$ cat src/rtl/ysyx_22051145_id_pipe_pkg.sv
// ysyx_22051145_id_pipe_pkg: opcode, op-class and decoded-bundle definitions for the decode stage
package ysyx_22051145_id_pipe_pkg;

   typedef enum logic [3:0] {
      OPC_ALU     = 4'd0,
      OPC_ALUI    = 4'd1,
      OPC_LOAD    = 4'd2,
      OPC_STORE   = 4'd3,
      OPC_BRANCH  = 4'd4,
      OPC_JAL     = 4'd5,
      OPC_JALR    = 4'd6,
      OPC_LUI     = 4'd7,
      OPC_AUIPC   = 4'd8,
      OPC_CSR     = 4'd9,
      OPC_MULDIV  = 4'd10,
      OPC_SYSTEM  = 4'd11,
      OPC_FENCE   = 4'd12,
      OPC_ILLEGAL = 4'd15
   } opc_e;

   localparam logic [31:0] INST_EBREAK = 32'h0010_0073;
   localparam logic [31:0] INST_ECALL  = 32'h0000_0073;
   localparam logic [31:0] INST_MRET   = 32'h3020_0073;
   localparam logic [31:0] INST_NOP    = 32'h0000_0013;

   localparam logic [6:0] OP_LUI    = 7'b0110111;
   localparam logic [6:0] OP_AUIPC  = 7'b0010111;
   localparam logic [6:0] OP_JAL    = 7'b1101111;
   localparam logic [6:0] OP_JALR   = 7'b1100111;
   localparam logic [6:0] OP_BRANCH = 7'b1100011;
   localparam logic [6:0] OP_LOAD   = 7'b0000011;
   localparam logic [6:0] OP_STORE  = 7'b0100011;
   localparam logic [6:0] OP_IMM    = 7'b0010011;
   localparam logic [6:0] OP_IMM32  = 7'b0011011;
   localparam logic [6:0] OP_OP     = 7'b0110011;
   localparam logic [6:0] OP_OP32   = 7'b0111011;
   localparam logic [6:0] OP_FENCE  = 7'b0001111;
   localparam logic [6:0] OP_SYSTEM = 7'b1110011;

   typedef struct packed {
      logic [4:0] rs1;
      logic [4:0] rs2;
      logic [4:0] rd;
      logic       rd_wen;
      opc_e       opc;
      logic       illegal;
      logic       ebreak;
   } dec_t;

endpackage

$ cat src/rtl/ysyx_22051145_dec_core.sv
// ysyx_22051145_dec_core: combinational RV32/RV64 (+optional M) instruction decoder
module ysyx_22051145_dec_core
   import ysyx_22051145_id_pipe_pkg::*;
#(
   parameter int XLEN  = 64,
   parameter bit HAS_M = 1'b1
) (
   input  logic [31:0]     i_inst,
   output logic [XLEN-1:0] o_imm,
   output dec_t            o_dec
);
   localparam bit RV64 = (XLEN == 64);

   logic [6:0]      w_op, w_f7;
   logic [2:0]      w_f3;
   logic [5:0]      w_hi6;
   logic [4:0]      w_rd;
   logic            w_sh_ok, w_legal, w_use_rs1, w_use_rs2, w_use_rd;
   logic [XLEN-1:0] w_imm_i, w_imm_s, w_imm_b, w_imm_u, w_imm_j, w_imm_z, w_imm_sh, w_imm;
   opc_e            w_opc;

   assign w_op  = i_inst[6:0];
   assign w_f3  = i_inst[14:12];
   assign w_f7  = i_inst[31:25];
   assign w_hi6 = i_inst[31:26];
   // a 6-bit shamt only exists on RV64; on RV32 inst[25] must be clear
   assign w_sh_ok = RV64 | ~i_inst[25];

   assign w_imm_i  = XLEN'($signed(i_inst[31:20]));
   assign w_imm_s  = XLEN'($signed({i_inst[31:25], i_inst[11:7]}));
   assign w_imm_b  = XLEN'($signed({i_inst[31], i_inst[7], i_inst[30:25], i_inst[11:8], 1'b0}));
   assign w_imm_u  = XLEN'($signed({i_inst[31:12], 12'b0}));
   assign w_imm_j  = XLEN'($signed({i_inst[31], i_inst[19:12], i_inst[20], i_inst[30:21], 1'b0}));
   assign w_imm_z  = XLEN'(i_inst[19:15]);
   assign w_imm_sh = RV64 ? XLEN'(i_inst[25:20]) : XLEN'(i_inst[24:20]);

   // per-opcode legality, class, immediate format and register usage
   always_comb begin
      w_legal   = 1'b0;
      w_opc     = OPC_ILLEGAL;
      w_imm     = '0;
      w_use_rs1 = 1'b0;
      w_use_rs2 = 1'b0;
      w_use_rd  = 1'b0;
      case (w_op)
         OP_LUI, OP_AUIPC: begin
            w_legal  = 1'b1;
            w_opc    = (w_op == OP_LUI) ? OPC_LUI : OPC_AUIPC;
            w_imm    = w_imm_u;
            w_use_rd = 1'b1;
         end
         OP_JAL: begin
            w_legal  = 1'b1;
            w_opc    = OPC_JAL;
            w_imm    = w_imm_j;
            w_use_rd = 1'b1;
         end
         OP_JALR: begin
            w_legal   = (w_f3 == 3'd0);
            w_opc     = OPC_JALR;
            w_imm     = w_imm_i;
            w_use_rs1 = 1'b1;
            w_use_rd  = 1'b1;
         end
         OP_BRANCH: begin
            w_legal   = (w_f3 != 3'd2) & (w_f3 != 3'd3);
            w_opc     = OPC_BRANCH;
            w_imm     = w_imm_b;
            w_use_rs1 = 1'b1;
            w_use_rs2 = 1'b1;
         end
         OP_LOAD: begin
            w_legal   = (w_f3 inside {3'd0, 3'd1, 3'd2, 3'd4, 3'd5}) | (RV64 & (w_f3 inside {3'd3, 3'd6}));
            w_opc     = OPC_LOAD;
            w_imm     = w_imm_i;
            w_use_rs1 = 1'b1;
            w_use_rd  = 1'b1;
         end
         OP_STORE: begin
            w_legal   = (w_f3 < 3'd3) | (RV64 & (w_f3 == 3'd3));
            w_opc     = OPC_STORE;
            w_imm     = w_imm_s;
            w_use_rs1 = 1'b1;
            w_use_rs2 = 1'b1;
         end
         OP_IMM: begin
            w_legal   = (w_f3 == 3'd1) ? (w_hi6 == 6'd0) & w_sh_ok :
                        (w_f3 == 3'd5) ? ((w_hi6 == 6'd0) | (w_hi6 == 6'b010000)) & w_sh_ok : 1'b1;
            w_opc     = OPC_ALUI;
            w_imm     = (w_f3 == 3'd1 || w_f3 == 3'd5) ? w_imm_sh : w_imm_i;
            w_use_rs1 = 1'b1;
            w_use_rd  = 1'b1;
         end
         OP_IMM32: begin
            w_legal   = RV64 & ((w_f3 == 3'd0) | ((w_f3 == 3'd1) & (w_f7 == 7'd0)) |
                        ((w_f3 == 3'd5) & ((w_f7 == 7'd0) | (w_f7 == 7'b0100000))));
            w_opc     = OPC_ALUI;
            w_imm     = (w_f3 == 3'd0) ? w_imm_i : w_imm_sh;
            w_use_rs1 = 1'b1;
            w_use_rd  = 1'b1;
         end
         OP_OP: begin
            w_legal   = (w_f7 == 7'd0) | ((w_f7 == 7'b0100000) & (w_f3 == 3'd0 || w_f3 == 3'd5)) |
                        (HAS_M & (w_f7 == 7'd1));
            w_opc     = (w_f7 == 7'd1) ? OPC_MULDIV : OPC_ALU;
            w_use_rs1 = 1'b1;
            w_use_rs2 = 1'b1;
            w_use_rd  = 1'b1;
         end
         OP_OP32: begin
            w_legal   = RV64 & (((w_f7 == 7'd0) & (w_f3 inside {3'd0, 3'd1, 3'd5})) |
                        ((w_f7 == 7'b0100000) & (w_f3 == 3'd0 || w_f3 == 3'd5)) |
                        (HAS_M & (w_f7 == 7'd1) & (w_f3 == 3'd0 || w_f3[2])));
            w_opc     = (w_f7 == 7'd1) ? OPC_MULDIV : OPC_ALU;
            w_use_rs1 = 1'b1;
            w_use_rs2 = 1'b1;
            w_use_rd  = 1'b1;
         end
         OP_FENCE: begin
            w_legal   = (w_f3[2:1] == 2'd0);
            w_opc     = OPC_FENCE;
            w_imm     = w_imm_i;
            w_use_rs1 = 1'b1;
            w_use_rd  = 1'b1;
         end
         OP_SYSTEM: begin
            w_legal   = (w_f3 == 3'd0) ? (i_inst == INST_ECALL || i_inst == INST_EBREAK || i_inst == INST_MRET) :
                        (w_f3 != 3'd4);
            w_opc     = (w_f3 == 3'd0) ? OPC_SYSTEM : OPC_CSR;
            w_imm     = w_f3[2] ? w_imm_z : w_imm_i;
            w_use_rs1 = ~w_f3[2];
            w_use_rd  = 1'b1;
         end
         default: ;
      endcase
   end

   assign w_rd  = (w_legal & w_use_rd) ? i_inst[11:7] : 5'd0;
   assign o_imm = w_legal ? w_imm : '0;
   assign o_dec = '{
      rs1:     (w_legal & w_use_rs1) ? i_inst[19:15] : 5'd0,
      rs2:     (w_legal & w_use_rs2) ? i_inst[24:20] : 5'd0,
      rd:      w_rd,
      rd_wen:  (w_rd != 5'd0),
      opc:     w_legal ? w_opc : OPC_ILLEGAL,
      illegal: ~w_legal,
      ebreak:  w_legal & (i_inst == INST_EBREAK)
   };

endmodule

$ cat src/rtl/ysyx_22051145_id_pipe.sv
// ysyx_22051145_id_pipe: registered decode stage with a 2-entry skid buffer between IF and EX
module ysyx_22051145_id_pipe
   import ysyx_22051145_id_pipe_pkg::*;
#(
   parameter int XLEN  = 64,
   parameter bit HAS_M = 1'b1
) (
   input  logic            clk,
   input  logic            rst_n,
   input  logic            flush_i,
   input  logic            if_valid_i,
   output logic            if_ready_o,
   input  logic [31:0]     if_inst_i,
   input  logic [XLEN-1:0] if_pc_i,
   output logic            id_valid_o,
   input  logic            id_ready_i,
   output logic [XLEN-1:0] id_pc_o,
   output logic [31:0]     id_inst_o,
   output logic [XLEN-1:0] id_imm_o,
   output logic [4:0]      id_rs1_o,
   output logic [4:0]      id_rs2_o,
   output logic [4:0]      id_rd_o,
   output logic            id_rd_wen_o,
   output logic [3:0]      id_opclass_o,
   output logic            id_illegal_o,
   output logic            id_ebreak_o
);
   typedef struct packed {
      logic [XLEN-1:0] pc;
      logic [31:0]     inst;
      logic [XLEN-1:0] imm;
      dec_t            dec;
   } ent_t;

   ent_t            w_in, r_main, r_skid;
   logic            r_main_v, r_skid_v;
   logic            w_acc, w_main_ld, w_skid_ld;
   logic [XLEN-1:0] w_imm;
   dec_t            w_dec;

   ysyx_22051145_dec_core #(.XLEN(XLEN), .HAS_M(HAS_M)) u_dec (
      .i_inst (if_inst_i),
      .o_imm  (w_imm),
      .o_dec  (w_dec)
   );

   assign w_in = '{pc: if_pc_i, inst: if_inst_i, imm: w_imm, dec: w_dec};
   // skid occupancy alone gates IF, so if_ready_o never depends on id_ready_i
   assign w_acc     = if_valid_i & ~r_skid_v;
   assign w_main_ld = (~r_main_v | id_ready_i) & (r_skid_v | w_acc);
   assign w_skid_ld = w_acc & r_main_v & ~id_ready_i;

   // entry valid bits; flush empties both entries and drops the incoming instruction
   always_ff @(posedge clk or negedge rst_n) begin
      if (!rst_n) begin
         r_main_v <= 1'b0;
         r_skid_v <= 1'b0;
      end else if (flush_i) begin
         r_main_v <= 1'b0;
         r_skid_v <= 1'b0;
      end else begin
         r_main_v <= r_skid_v | w_acc | (r_main_v & ~id_ready_i);
         r_skid_v <= r_skid_v ? ~id_ready_i : w_skid_ld;
      end
   end

   // entry payloads; the skid entry is always older than any new input, so it refills main first
   always_ff @(posedge clk or negedge rst_n) begin
      if (!rst_n) begin
         r_main <= '0;
         r_skid <= '0;
      end else begin
         if (w_main_ld) r_main <= r_skid_v ? r_skid : w_in;
         if (w_skid_ld) r_skid <= w_in;
      end
   end

   assign if_ready_o   = ~r_skid_v;
   assign id_valid_o   = r_main_v;
   assign id_pc_o      = r_main.pc;
   assign id_inst_o    = r_main.inst;
   assign id_imm_o     = r_main.imm;
   assign id_rs1_o     = r_main.dec.rs1;
   assign id_rs2_o     = r_main.dec.rs2;
   assign id_rd_o      = r_main.dec.rd;
   assign id_rd_wen_o  = r_main.dec.rd_wen;
   assign id_opclass_o = r_main.dec.opc;
   assign id_illegal_o = r_main.dec.illegal;
   assign id_ebreak_o  = r_main.dec.ebreak;

endmodule

$ cat config.mk
export PLATFORM = sky130hd
export DESIGN_NAME = ysyx_22051145_id_pipe
export DESIGN_NICKNAME = d
export VERILOG_FILES = /design/src/rtl/ysyx_22051145_id_pipe_pkg.sv /design/src/rtl/ysyx_22051145_dec_core.sv /design/src/rtl/ysyx_22051145_id_pipe.sv
export SDC_FILE = /design/constraint.sdc
export NUM_CORES = 1
export LEC_CHECK = 0
export ABC_CLOCK_PERIOD_IN_PS = 2600
export CORE_ASPECT_RATIO = 1.5
export CORE_MARGIN = 8
export CORE_UTILIZATION = 45
export DETAILED_ROUTE_END_ITERATION = 6
export PLACE_DENSITY = 0.71
export SLEW_MARGIN = 20
export SYNTH_ARGS = -nofsm -noshare
export SYNTH_HDL_FRONTEND = slang
export SYNTH_SLANG_ARGS = --single-unit
$ cat constraint.sdc
create_clock -name clk -period 2.6 [get_ports clk]
set_input_delay 0.52 -clock clk [delete_from_list [all_inputs] [get_ports clk]]
set_output_delay 0.52 -clock clk [all_outputs]
set_load 0.02 [all_outputs]
# Word-level counts from Yosys, hierarchy flattened

Index checks and enable logic that the tools add are counted.

Bitwise gates (word level): 33
Eq/ne operators: 28
Reductions and logical operators: 21
Order comparisons: 1
Mux-type cells: 24

Operators with widths:

| operator               | number |
|---|---|
| $pmux W64 S8           | 1 |
| $mux W64               | 4 |
| $mux W182              | 1 |
| $pmux W4 S10           | 1 |
| $eq A7 B6 Y1 const B   | 5 |
| $eq A32 B21 Y1 const B | 1 |
| $eq A32 B30 Y1 const B | 1 |
| $eq A32 B7 Y1 const B  | 1 |
| $eq A7 B7 Y1 const B   | 4 |
| $eq A7 B5 Y1 const B   | 3 |
| $and A1 B1 Y1          | 15 |
| $mux W5                | 3 |
| $or A1 B1 Y1           | 13 |
| $mux W4                | 3 |
| $pmux W1 S11           | 1 |
| $reduce_or A11 Y1      | 1 |
| $reduce_bool A5 Y1     | 2 |
| $eq A3 B3 Y1 const B   | 3 |
| $reduce_or A9 Y1       | 1 |
| $mux W1                | 8 |
| $eq A7 B1 Y1 const B   | 1 |
| $eq A7 B2 Y1 const B   | 1 |
| $eq A7 B4 Y1 const B   | 1 |
| $logic_not A7 Y1       | 1 |
| other kinds (18)       | 31 |

Output and inout port bits: 184
Bits in registers: 366
Input port bits: 101

# Longest topological paths before layout

Word-level depth: 10
Depth in mapped cells: 10

# By module

Synthesis repeated with hierarchy kept, for this count alone.

Cell total of the unflattened synthesis: 1243
Area, all modules: 17528.1 um2

Modules (own cells, without submodules):

| module                 | sequential area each (um2) | cells an instance | area each (um2) | times used |
|---|---|---|---|---|
| ysyx_22051145_id_pipe  | 9158.8                     | 983               | 15984.1         | 1 |
| ysyx_22051145_dec_core | 0.0                        | 260               | 1544.0          | 1 |

# Worst setup path before layout

No wires, ideal clock.

Path type: input port to flip-flop
From: in if_inst_i[4]
To: reg r_main (netlist bit id_imm_o[22])
Library setup time: 0.093 ns
Required time: 2.507 ns
Data arrival time: 2.116 ns
Slack: 0.391 ns
Cell stages on the path: 9
Buffers on the path: 3
Cell sequence: buf_4 buf_4 or4b_4 and4bb_1 o21ai_2 nand3_2 buf_6 a21oi_1 o31ai_2

Cells in the longest elaborated chain, start to end: 7

Ends and longest elaborated chain:

| element                                                | RTL line                      | RTL |
|---|---|---|
| from (decl)                                            | ysyx_22051145_id_pipe.sv:13   | `input logic [31:0] if_inst_i,` |
| $eq A32 B7 Y1 / $eq A32 B21 Y1 (equally long branches) | ysyx_22051145_dec_core.sv:127 | `w_legal = (w_f3 == 3'd0) ? (i_inst == INST_ECALL \|\| i_inst == INST_EBREAK \|\| i_inst == INST_MRET) :` |
| $logic_or A1 B1 Y1 (2 in a row)                        | ysyx_22051145_dec_core.sv:127 |  |
| $mux W1                                                | ysyx_22051145_dec_core.sv:127 |  |
| $pmux W1 S11                                           | ysyx_22051145_dec_core.sv:45  | `case (w_op)` |
| $mux W64 *                                             | ysyx_22051145_dec_core.sv:139 | `assign o_imm = w_legal ? w_imm : '0;` |
| $mux W182 *                                            | ysyx_22051145_id_pipe.sv:73   | `if (w_main_ld) r_main <= r_skid_v ? r_skid : w_in;` |
| to (signal assigned)                                   | ysyx_22051145_id_pipe.sv:73   |  |
| to (decl)                                              | ysyx_22051145_id_pipe.sv:35   | `ent_t w_in, r_main, r_skid;` |

Mark *: on every way between the ends. The rest lies on a longest branch, timed or not.
A chain may end at the register's enable or synchronous reset.

# Final worst setup path

From: in if_inst_i[2]
To: reg r_main (netlist bit id_imm_o[62])

Same word-level chain as after synthesis.

==> metrics.md <==
| Metric | Value |
|---|---|
| Max Cap Viol | 0 |
| Placed cell count | 2199 |
| Std-Cell Rows | 80 |
| TritonCTS clock tree | yes |
| Leak | 0.008576 µW |
| Maximum clock frequency | 0.3947 GHz |
| Min Tclk post-route | 2.534 ns |
| Worst-Skew Late Latency | 0.57 ns |
| Status | finished, final reports clean |
| TritonCTS buffer count | 29 |
| PD cells | 625.5 nW/µm² |
| Post-synthesis mux area share | 0.06893 |
| Mean post-synth cell area | 9.381 µm² |
| Post-synth cell types | 67 |
| Crit Path Max Fanout | 18 |
| Post-DP HPWL | 32.60 mm |
| Cell area after synthesis | 14230 µm² |
| GR Overflow Total | 0 |
| Startpoint Class | primary input |
| Max-slew headroom | 0.3431 |
| R2R cell count | 6 |
| Setup crit end | id_imm_o[62] |
| CP Data Required Time | 3.06 ns |
| Synth area leaders | dfrtp_1 (53%), nand2_1 (12%), mux2i_1 (6.9%) |
| Total track usage | 0.2376 |
| Nets | 1925 |
| Crit path launch | if_inst_i[2] |
| Unrepaired setup endpoints after global routing | false |
| Slowest stage delay, CP | 0.54 ns |
| Initial antenna violation count | 0 |
| Clock Sink Count | 302 |
| DIE HEIGHT | 233.8 µm |
| Critical path class | in2reg |
| CP arrival | 3.00 ns |
| GP Congestion | 0.9010 |
| Commonest non-fill, non-tap cell in the layout | nand2_1 |
| Combinational family with the most area after synthesis | simple AND/OR/NAND/NOR gates |
| FF-to-FF setup slack | 0.75 ns |
| Total wire length | 45.26 mm |
| Die X | 161.2 µm |
| Period utilization | 0.9746 |
| Share of flip-flops with an asynchronous set or reset | 1.000 |
| Slowest cell on the critical path | or4_1 |
| Drt pass-1 iters | 5 |
| Register area | 7561 µm² |
| Iter 0 DRT Violations | 814 |
| H-tree levels | 1 |
| Register area share after synthesis | 0.5310 |
| Number of routed nets with antenna violations | 0 |
| IO Count | 285 |
| Multi-input logic area | 6012 µm² |
| Max Buffers Root-to-Sink | 3 |
| Reg2Reg Launch Point | r_skid_v |
| Core area | 31530 µm² |
| First-pass GRT wire length | 71.41 mm |
| Post-synthesis register bit count | 302 |
| Worst setup EP type | register |
| Clock Skews | 0.01300 ns |
| Simple-gate share of the synthesized area | 0.1908 |
| Synth Area in Adders | 0 |
| Critical Path, Cell by Cell | clkdlybuf4s50_1 -> or2_4 -> buf_4 -> or4_1 -> o2111ai_2 -> nor3_4 -> buf_4 -> buf_12 -> o31ai_1 |
| Layout area overhead | 35.26% |
| Routed via count | 12230 |
| Pins Over Slew Limit | 0 |
| Clock Pin Slew Worst Setup and Hold Paths | 0.07 ns |
| Synth Area in Compound Gates | 0.1541 |
| IO buf count | 284 |
| Ys Warns | 0 |
| Highest-count cells in the layout ignoring fill and taps | nand2_1 (473), dfrtp_1 (301), clkdlybuf4s50_1 (283) |
| Pin slew with the least headroom to its limit | 0.9854 ns |
| Syn Nets | 1618 |
| Fillcell total | 2707 |
| Top FF cell, synth | dfrtp_1 |
| Max VDD drop | 517.6 µV |
| Hold WS | 0.4713 ns |
| Vias in the first global route | 12500 |
| Number of synthesized flops with an enable pin | 0 |
| Post-Syn Instances | 1517 |
| Top cell type's share of synthesized area | 0.5310 |
| Largest net degree at the start of global routing | 100 |
| Largest area contributor in the netlist | dfrtp_1 |
| CTS root buf | clkbuf_16 |
| Layout cells sized above 1 | 0.1436 |
| Hold Fails Final Rpt | 0 |
| Starting density of the core | 0.4513 |
| Reg-to-Reg End | r_skid[174] |
| Synth Area in XOR/XNOR | 0 |
| Routed len/inst | 20.05 µm |
| Final setup fails | 0 |
| Critical Path Most Common Cell | buf_4 |
| Vias per inst | 5.420 |
| Tightest Hold Check Type | reg2reg |
| Post-route insts no fill | 2257 |
| # DRC | 0 |
| Die Area | 37690 µm² |
## repair_timing
item,CTS,global route
setup buffers,3,0
hold buffers,1,0
endpoints found under the hold margin,58,0
setup endpoints to repair,77,82
resized for setup,1,17
pin swaps,1,1
## how the worst min path moves through the flow
stage,to,start,slack (ns),cells past startpoint
after floorplan,id_ebreak_o,rst_n,0.22,0
after global placement,r_skid[24],r_skid[24],0.45,2
after detailed placement,r_skid[22],r_skid[22],0.46,2
after CTS,r_skid[36],r_skid[36],0.47,2
after global routing,r_skid[35],r_skid[35],0.49,2
final,r_skid[23],r_skid[23],0.47,2
## cell type report
cell class                 count  share of cell area
multi-input combinational   1057              0.3123
clock inverter                12            0.006240
timing repair buffer         430              0.2169
inverter                       4           0.0007800
tap                          410             0.02665
clock buffer                  41             0.04420
sequential                   302              0.3928
antenna                        1           0.0001300
## Yosys cell counts (3+ instances only)
library cell  number
o21ai_0          117
nor2_1            25
and2_1             3
nor4_1             6
a222oi_1           5
a21oi_1           64
a31oi_1            3
clkbuf_1          77
buf_6              4
a31o_2            10
dfrtp_1          302
o31ai_1           58
nor2b_1            7
nor3_1            13
nand2_1          473
and3_1            45
inv_1              4
buf_4             34
a21oi_2            6
o31ai_2           23
nand2b_1           8
o41ai_1            3
a211oi_1           7
nand3_1           26
mux2i_1           98
nand4_1            4
o211ai_1           5
clkbuf_2           3
buf_2             24
o22ai_1            3
buf_1             12
## report_power, final
part	leakage, µW	switching [µW]	internal, µW
clock network	0.000484	1830	2480
registers	0.00387	291	5240
logic	0.00422	1240	963
total	0.00858	3360	8680
## state kept, by name (all words and copies together) (netlist names)
register / cells
id_ebreak_o: 1
id_illegal_o: 1
id_imm_o: 32
id_inst_o: 32
id_opclass_o: 4
id_pc_o: 64
id_rd_o: 5
id_rd_wen_o: 1
id_rs1_o: 5
id_rs2_o: 5
id_valid_o: 1
r_skid: 150
r_skid_v: 1
## kinds of logic (layout without fill, tap and decap cells)
kind of cell / Yosys count / after routing
muxes: 98 / 98
other: 0 / 1
AOI/OAI and AO/OA: 326 / 326
buffers and inverters: 158 / 487
DFF: 302 / 302
and+or+nand+nor: 633 / 633
## layer usage
layer,GRT usage,vias up,routed length (µm)
li1,-,5808,-
met1,0.2827,5951,17760
met2,0.4121,381,22890
met3,0.03320,94,2305
met4,0.1265,0,2303
met5,0,-,0
## through the flow
stage | cell area, µm² | utilization | power [µW] | worst slack, ns | setup TNS [ns]
floorplan | 14230 | - | 6598 | 0.3908 | 0
global route | 19250 | 0.6104 | 12570 | 0.001212 | 0
CTS | 19160 | 0.6077 | 12150 | 0.01988 | 0
global placement | 18150 | 0.5757 | 7760 | -0.6226 | -59.23
detailed placement | 18150 | 0.5757 | 7823 | -0.6863 | -62.67
finish | 19250 | 0.6105 | 12040 | 0.06616 | 0
## worst max-delay path, delay by kind of cell
kind / cells / cell delay [ns]
buffers and inverters: 4 / 1.06
AND/OR/NAND/NOR: 3 / 0.96
AO/OA/AOI/OAI: 2 / 0.44
Power figures use the tool's default switching activity.
